## src/rtl/ray_gen_if.sv

```systemverilog
// Ray stream bundle between the ray generator and the intersection checker.
// valid/ready: a beat transfers on any clock edge where tvalid and tready are both high;
// once tvalid rises, tdata, hcount, vcount and select_objs hold and tvalid stays high until that transfer.
interface ray_gen_if #(
    parameter int SIZE = 32
) ();
    logic [3*SIZE-1:0] ray_axis_tdata;
    logic              ray_axis_tvalid;
    logic              ray_axis_tready;
    logic [1:0]        select_objs;
    logic [10:0]       hcount_axis_tdata;
    logic [9:0]        vcount_axis_tdata;

    modport master (
        output ray_axis_tdata, ray_axis_tvalid, select_objs,
               hcount_axis_tdata, vcount_axis_tdata,
        input  ray_axis_tready
    );

    modport slave (
        input  ray_axis_tdata, ray_axis_tvalid, select_objs,
               hcount_axis_tdata, vcount_axis_tdata,
        output ray_axis_tready
    );
endinterface

```

## src/rtl/ray_gen.sv

```systemverilog
// Raster-order camera ray source: one float (x,y,z) direction per pixel of the active frame.
// Direction is (h - H/2, V/2 - v, -FOCAL), converted exactly to IEEE-754 single precision.
module ray_gen #(
    parameter int SIZE     = 32,
    parameter int H_ACTIVE = 320,
    parameter int V_ACTIVE = 180,
    parameter int FOCAL    = 256
) (
    input  logic          aclk,
    input  logic          aresetn,
    input  logic          start,
    input  logic [1:0]    select_objs_in,
    ray_gen_if.master     ray,
    output logic          busy,
    output logic          frame_done,
    output logic          dbg_state_o
);
    typedef enum logic {IDLE = 1'b0, RUN = 1'b1} state_t;

    localparam logic signed [12:0] H_HALF = 13'(H_ACTIVE / 2);
    localparam logic signed [12:0] V_HALF = 13'(V_ACTIVE / 2);
    localparam logic signed [12:0] Z_VAL  = -13'(FOCAL);
    localparam logic [10:0]        H_LAST = 11'(H_ACTIVE - 1);
    localparam logic [9:0]         V_LAST = 10'(V_ACTIVE - 1);

    // Exact for |val| < 2^12: mantissa never has more bits than fit, so no rounding.
    function automatic logic [31:0] to_float(input logic signed [12:0] val);
        logic [11:0] mag;
        logic [3:0]  msb;
        logic [23:0] shifted;
        to_float = 32'h0;
        mag      = val[12] ? 12'(-val) : val[11:0];
        msb      = 4'd0;
        for (int i = 0; i < 12; i++) begin
            if (mag[i]) msb = 4'(i);
        end
        shifted = {12'd0, mag} << (5'd23 - {1'b0, msb});
        if (mag != 12'd0) to_float = {val[12], 8'd127 + {4'd0, msb}, shifted[22:0]};
    endfunction

    state_t              state_q, state_d;
    logic [10:0]         h_q, h_d;
    logic [9:0]          v_q, v_d;
    logic [3*SIZE-1:0]   tdata_q, tdata_d;
    logic                tvalid_q, tvalid_d;
    logic [1:0]          sel_q, sel_d;
    logic                busy_q, busy_d;
    logic                done_q, done_d;
    logic                load;
    logic                hs;
    logic signed [12:0]  x_next, y_next;

    assign hs = tvalid_q & ray.ray_axis_tready;

    always_comb begin
        state_d  = state_q;
        h_d      = h_q;
        v_d      = v_q;
        tvalid_d = tvalid_q;
        sel_d    = sel_q;
        busy_d   = busy_q;
        done_d   = 1'b0;
        load     = 1'b0;
        case (state_q)
            IDLE: begin
                if (start) begin
                    state_d  = RUN;
                    h_d      = 11'd0;
                    v_d      = 10'd0;
                    sel_d    = select_objs_in;
                    tvalid_d = 1'b1;
                    busy_d   = 1'b1;
                    load     = 1'b1;
                end
            end
            RUN: begin
                if (hs) begin
                    if (h_q != H_LAST) begin
                        h_d  = h_q + 11'd1;
                        load = 1'b1;
                    end else if (v_q != V_LAST) begin
                        h_d  = 11'd0;
                        v_d  = v_q + 10'd1;
                        load = 1'b1;
                    end else begin
                        state_d  = IDLE;
                        tvalid_d = 1'b0;
                        busy_d   = 1'b0;
                        done_d   = 1'b1;
                    end
                end
            end
            default: state_d = IDLE;
        endcase
    end

    // Floats come from the next counter values so they land on the same edge as the counters.
    assign x_next  = $signed({2'b00, h_d}) - H_HALF;
    assign y_next  = V_HALF - $signed({3'b000, v_d});
    assign tdata_d = load ? {to_float(x_next), to_float(y_next), to_float(Z_VAL)} : tdata_q;

    always_ff @(posedge aclk or negedge aresetn) begin
        if (!aresetn) begin
            state_q  <= IDLE;
            h_q      <= 11'd0;
            v_q      <= 10'd0;
            tdata_q  <= '0;
            tvalid_q <= 1'b0;
            sel_q    <= 2'b00;
            busy_q   <= 1'b0;
            done_q   <= 1'b0;
        end else begin
            state_q  <= state_d;
            h_q      <= h_d;
            v_q      <= v_d;
            tdata_q  <= tdata_d;
            tvalid_q <= tvalid_d;
            sel_q    <= sel_d;
            busy_q   <= busy_d;
            done_q   <= done_d;
        end
    end

    assign ray.ray_axis_tdata    = tdata_q;
    assign ray.ray_axis_tvalid   = tvalid_q;
    assign ray.select_objs       = sel_q;
    assign ray.hcount_axis_tdata = h_q;
    assign ray.vcount_axis_tdata = v_q;
    assign busy                  = busy_q;
    assign frame_done            = done_q;
    assign dbg_state_o           = state_q;
endmodule

```

## src/flat_wrapper.sv

```systemverilog
// flat-port wrapper written by rule: the top's interface ports become plain ports
module ray_gen_flat 
#(
    parameter int SIZE     = 32,
    parameter int H_ACTIVE = 320,
    parameter int V_ACTIVE = 180,
    parameter int FOCAL    = 256
)
  (aclk, aresetn, start, select_objs_in, busy, frame_done, dbg_state_o, ray_ray_axis_tdata, ray_ray_axis_tvalid, ray_select_objs, ray_hcount_axis_tdata, ray_vcount_axis_tdata, ray_ray_axis_tready);
  ray_gen_if #(.SIZE(SIZE)) ray_i ();
  input  logic aclk;
  input  logic aresetn;
  input  logic start;
  input  logic [1:0] select_objs_in;
  output logic busy;
  output logic frame_done;
  output logic dbg_state_o;
  output wire logic [$bits(ray_i.ray_axis_tdata)-1:0] ray_ray_axis_tdata;
  output wire logic [$bits(ray_i.ray_axis_tvalid)-1:0] ray_ray_axis_tvalid;
  output wire logic [$bits(ray_i.select_objs)-1:0] ray_select_objs;
  output wire logic [$bits(ray_i.hcount_axis_tdata)-1:0] ray_hcount_axis_tdata;
  output wire logic [$bits(ray_i.vcount_axis_tdata)-1:0] ray_vcount_axis_tdata;
  input wire logic [$bits(ray_i.ray_axis_tready)-1:0] ray_ray_axis_tready;
  assign ray_ray_axis_tdata = ray_i.ray_axis_tdata;
  assign ray_ray_axis_tvalid = ray_i.ray_axis_tvalid;
  assign ray_select_objs = ray_i.select_objs;
  assign ray_hcount_axis_tdata = ray_i.hcount_axis_tdata;
  assign ray_vcount_axis_tdata = ray_i.vcount_axis_tdata;
  assign ray_i.ray_axis_tready = ray_ray_axis_tready;
  ray_gen #(.SIZE(SIZE), .H_ACTIVE(H_ACTIVE), .V_ACTIVE(V_ACTIVE), .FOCAL(FOCAL)) u_core (.aclk(aclk), .aresetn(aresetn), .start(start), .select_objs_in(select_objs_in), .ray(ray_i), .busy(busy), .frame_done(frame_done), .dbg_state_o(dbg_state_o));
endmodule
```

## config.mk

```make
export PLATFORM = sky130hd
export DESIGN_NAME = ray_gen_flat
export DESIGN_NICKNAME = d
export VERILOG_FILES = /design/src/rtl/ray_gen_if.sv /design/src/rtl/ray_gen.sv /design/src/flat_wrapper.sv
export SDC_FILE = /design/constraint.sdc
export NUM_CORES = 1
export LEC_CHECK = 0
export ABC_CLOCK_PERIOD_IN_PS = 9900
export CAP_MARGIN = 25
export CELL_PAD_IN_SITES_DETAIL_PLACEMENT = 1
export CELL_PAD_IN_SITES_GLOBAL_PLACEMENT = 2
export CORE_MARGIN = 4
export CORE_UTILIZATION = 34
export CTS_BUF_LIST = sky130_fd_sc_hd__clkbuf_16
export DETAILED_ROUTE_END_ITERATION = 8
export HOLD_SLACK_MARGIN = 0.15
export PLACE_DENSITY_LB_ADDON = 0.1
export SLEW_MARGIN = 10
export SYNTH_ARGS = -nofsm -noshare
export SYNTH_HDL_FRONTEND = slang
export SYNTH_SLANG_ARGS = --single-unit
```

## constraint.sdc

```tcl
create_clock -name aclk -period 9.9 [get_ports aclk]
set_clock_uncertainty 0.1 [all_clocks]
set_input_delay 1.485 -clock aclk [delete_from_list [all_inputs] [get_ports aclk]]
set_output_delay 1.485 -clock aclk [all_outputs]
set_load 0.01 [all_outputs]
```

==> flow_summary_export.csv <==
group,metric,value,unit
sta,setup_viol,0,
layout,fin_nets,817,
placed_design,pre_cts_slack,2.80,ns
synthesis,avgSynthCellArea,8.90,sq um
global_routing,grt_pass1_vias,6034,
sta,hold_violations,0,
placed_design,portBuffers,101,
drt,num_vias,5726,
placed_design,dp.cells,1022,
sta,grt_setup_unrepaired,"false",
pwr,p_total,1.68,mW
synthesis,synth_seq_area_share,34.6,%
clock_network,clock_latency,0.36,ns
sta,drv_slew,0,
layout,stdcell_area,0.00777,sq mm
pwr,p_sw_share,44.3,%
layout,antenna_cells,0,
synthesis,synth.area.top_cells,"dfrtp_1 (35%), buf_4 (4.2%), nand2_1 (4.1%)",
sta,slew_headroom,38.6,%
sta,finalCritPeriodShare,67.4,%
critical_path,start_kind,"input pin",
synthesis,ys_ff_latch,89,
critical_path,worstPathRequired,10.07,ns
sta,worstMarginPinSlew,0.919,ns
pwr,p_comb_share,51.4,%
synthesis,synth.largest_area_cell,"dfrtp_1",
clock_network,ctsResizeCount,0,
pwr,clkPwrFrac,21.0,%
clock_network,cts_setup_buffers,0,
pwr,p_leak,3.18,nW
synthesis,synth_edf_count,0,
drt,wl_per_cell,19.5,um
pwr,seqPwrFrac,27.6,%
critical_path,critical_path_class,"in -> reg",
layout,drive_above_1_share,9.33,%
drt,drtPass1Iterations,4,
placed_design,place.gp.congestion,0.899,
synthesis,synth_commonest_cells,"dfrtp_1 (89), nand2_1 (71), nor2_1 (51)",
floorplanning,core_area,0.0186,sq mm
floorplanning,die_h,146,um
outcome,status,"finished, final reports clean",
sta,fmax,0.150,GHz
clock_network,cts_tree,"yes",
sta,whs,0.383,ns
placed_design,dp_hpwl,15200,um
floorplanning,initial_core_util,34.5,%
synthesis,synth_cells,723,
sta,finalSetupTns,0,ns
synthesis,synthArstFlopShare,100,%
global_routing,gr-total-overflow,0,
synthesis,synth.top_cell.area_share,34.6,%
clock_network,cts.sinks,89,
drt,via_per_inst,5.52,
drt,antenna_left,0,
global_routing,grt_pass1_wl,33600,um
synthesis,synth_cell_types,101,
floorplanning,die_w,146,um
clock_network,cts.path.max_buffers,2,
critical_path,ff2ff_setup_slack,4.03,ns
clock_network,cts_hold_buf,0,
clock_network,clk_pin_slew_worst_paths,0.07,ns
run,drv_cap,0,
floorplanning,rows,50,
pwr,p_int,938,uW
global_routing,track_usage,19.2,%
sta,final.min_clock_period,6.68,ns
clock_network,cts_made_buffers,9,
layout,fin_util,41.7,%
synthesis,ys_warn_count,0,
clock_network,cts_htree_levels,3,
clock_network,cts_root_buf,"clkbuf_16",
placed_design,post_dp_cell_area,0.00747,sq mm
synthesis,synth_most_common_cell,"dfrtp_1",
drt,drt_iter0_drc,201,
global_routing,grt_max_degree,74,
synthesis,synth_area,0.00644,sq mm
synthesis,synth_ff_type,"dfrtp_1",
drt,drc_errors,0,
critical_path,path_max_fanout,73,
pwr,p_switching,745,uW
min_path,hp-class,"reg -> reg",
critical_path,cp.arrival,6.85,ns
drt,wl,20300,um
critical_path,cp-end-kind,"register",
layout,syn_to_final_growth,20.7,%
global_routing,antenna_found_initial,0,
layout,fin_cells,1038,
floorplanning,design.die.area,0.0212,sq mm
sta,setup_slack,3.22,ns
pwr,peakVddDrop,0.000156,V
pwr,powerDensity,217,mW/mm^2
floorplanning,ios,129,
[state kept, by name (all words and copies together) (netlist names)]
register and count:
u_core.dbg_state_o 1, u_core.ray.vcount_axis_tdata 10, u_core.ray.select_objs 2, u_core.ray.hcount_axis_tdata 11
u_core.frame_done 1, u_core.ray.ray_axis_tvalid 1, u_core.ray.ray_axis_tdata 63
[metal layers]
metal  vias to the layer above  routed length [um]  track usage [%]  share of wire, %
met3                        17                 552             3.43               2.7
li1                       2741                   -                -                 -
met1                      2889                9140             25.0                45
met2                        79               10400             33.7                51
met5                         -                   0                0                 0
met4                         0                 201             3.80              0.99
[final cells by class]
cell class | count | area (sq um)
Inverter | 27 | 101
Clock buffer | 9 | 225
Fill cell | 2226 | 10900
Multi-Input combinational cell | 568 | 3820
Clock inverter | 7 | 73.8
Timing Repair Buffer | 104 | 1030
Sequential cell | 89 | 2230
Tap cell | 234 | 293
[cells by family after synthesis]
logic type,share of synthesized area [%]
xor+xnor,4.32
other cells,0.0583
flops,34.6
simple gates,24.2
buf+inv,7.64
compound gates,24.1
fa+ha+maj,2.33
mux,2.70
[power by group through the flow]
stage                     clock network [mW]  logic [mW]  registers (mW)
after floorplan                            0       0.600           0.466
after CTS                              0.368       0.872           0.464
after detailed placement                   0       0.866           0.471
after global placement                     0       0.863           0.470
after global routing                   0.382       0.960           0.472
final                                  0.354       0.865           0.464
[placed cells by master (no fill, tap or decap), types with 6 or more instances in the layout]
master           instances
o211ai_1                 9
nor2_1                  51
nand4_1                 13
xor2_1                   8
a21o_1                   6
conb_1                  27
nor3_1                  12
nor2b_1                  6
o21ai_0                 34
a22o_1                   7
and3_1                   6
a21oi_1                 24
xnor2_1                 20
nand3_1                 16
a31oi_1                  9
clkbuf_16                9
or3_1                    7
nand2b_1                 9
nor4_1                   8
mux2i_1                 14
inv_1                   24
clkdlybuf4s50_1        100
dfrtp_1                 89
a211oi_1                 6
ha_1                    12
and2_1                  37
o22ai_1                  6
o21ai_1                 12
nand2_1                 71
[worst paths after layout]
path                                                           start                                   endpoint  cells after the start
max in group asynchronous                                    aresetn  u_core.ray.ray_axis_tdata[88]$_DFFE_PN0P_                      2
hold reg to reg            u_core.ray.ray_axis_tdata[71]$_DFFE_PN0P_  u_core.ray.ray_axis_tdata[71]$_DFFE_PN0P_                      1
min in group asynchronous                                    aresetn  u_core.ray.vcount_axis_tdata[9]$_DFF_PN0_                      1
setup / recovery                                               start  u_core.ray.ray_axis_tdata[90]$_DFFE_PN0P_                     17
hold / removal             u_core.ray.ray_axis_tdata[71]$_DFFE_PN0P_  u_core.ray.ray_axis_tdata[71]$_DFFE_PN0P_                      1
setup reg to reg                        u_core.dbg_state_o$_DFF_PN0_  u_core.ray.ray_axis_tdata[90]$_DFFE_PN0P_                     16
[worst max-delay path, cell delays in order]
cell	delay, ns
clkdlybuf4s50_1	0.53
nand2b_1	0.47
and2_1	0.35
a31o_2	0.22
buf_4	0.33
a21oi_1	0.52
ha_1	0.39
o311ai_2	0.21
a2111oi_4	0.51
nand4b_1	0.15
o211a_1	0.31
and2_1	0.21
nor2_1	0.34
nor2_1	0.15
nor2_1	0.22
ha_1	0.27
o21ai_0	0.15
Note: power is estimated with default switching activity, not from simulation.
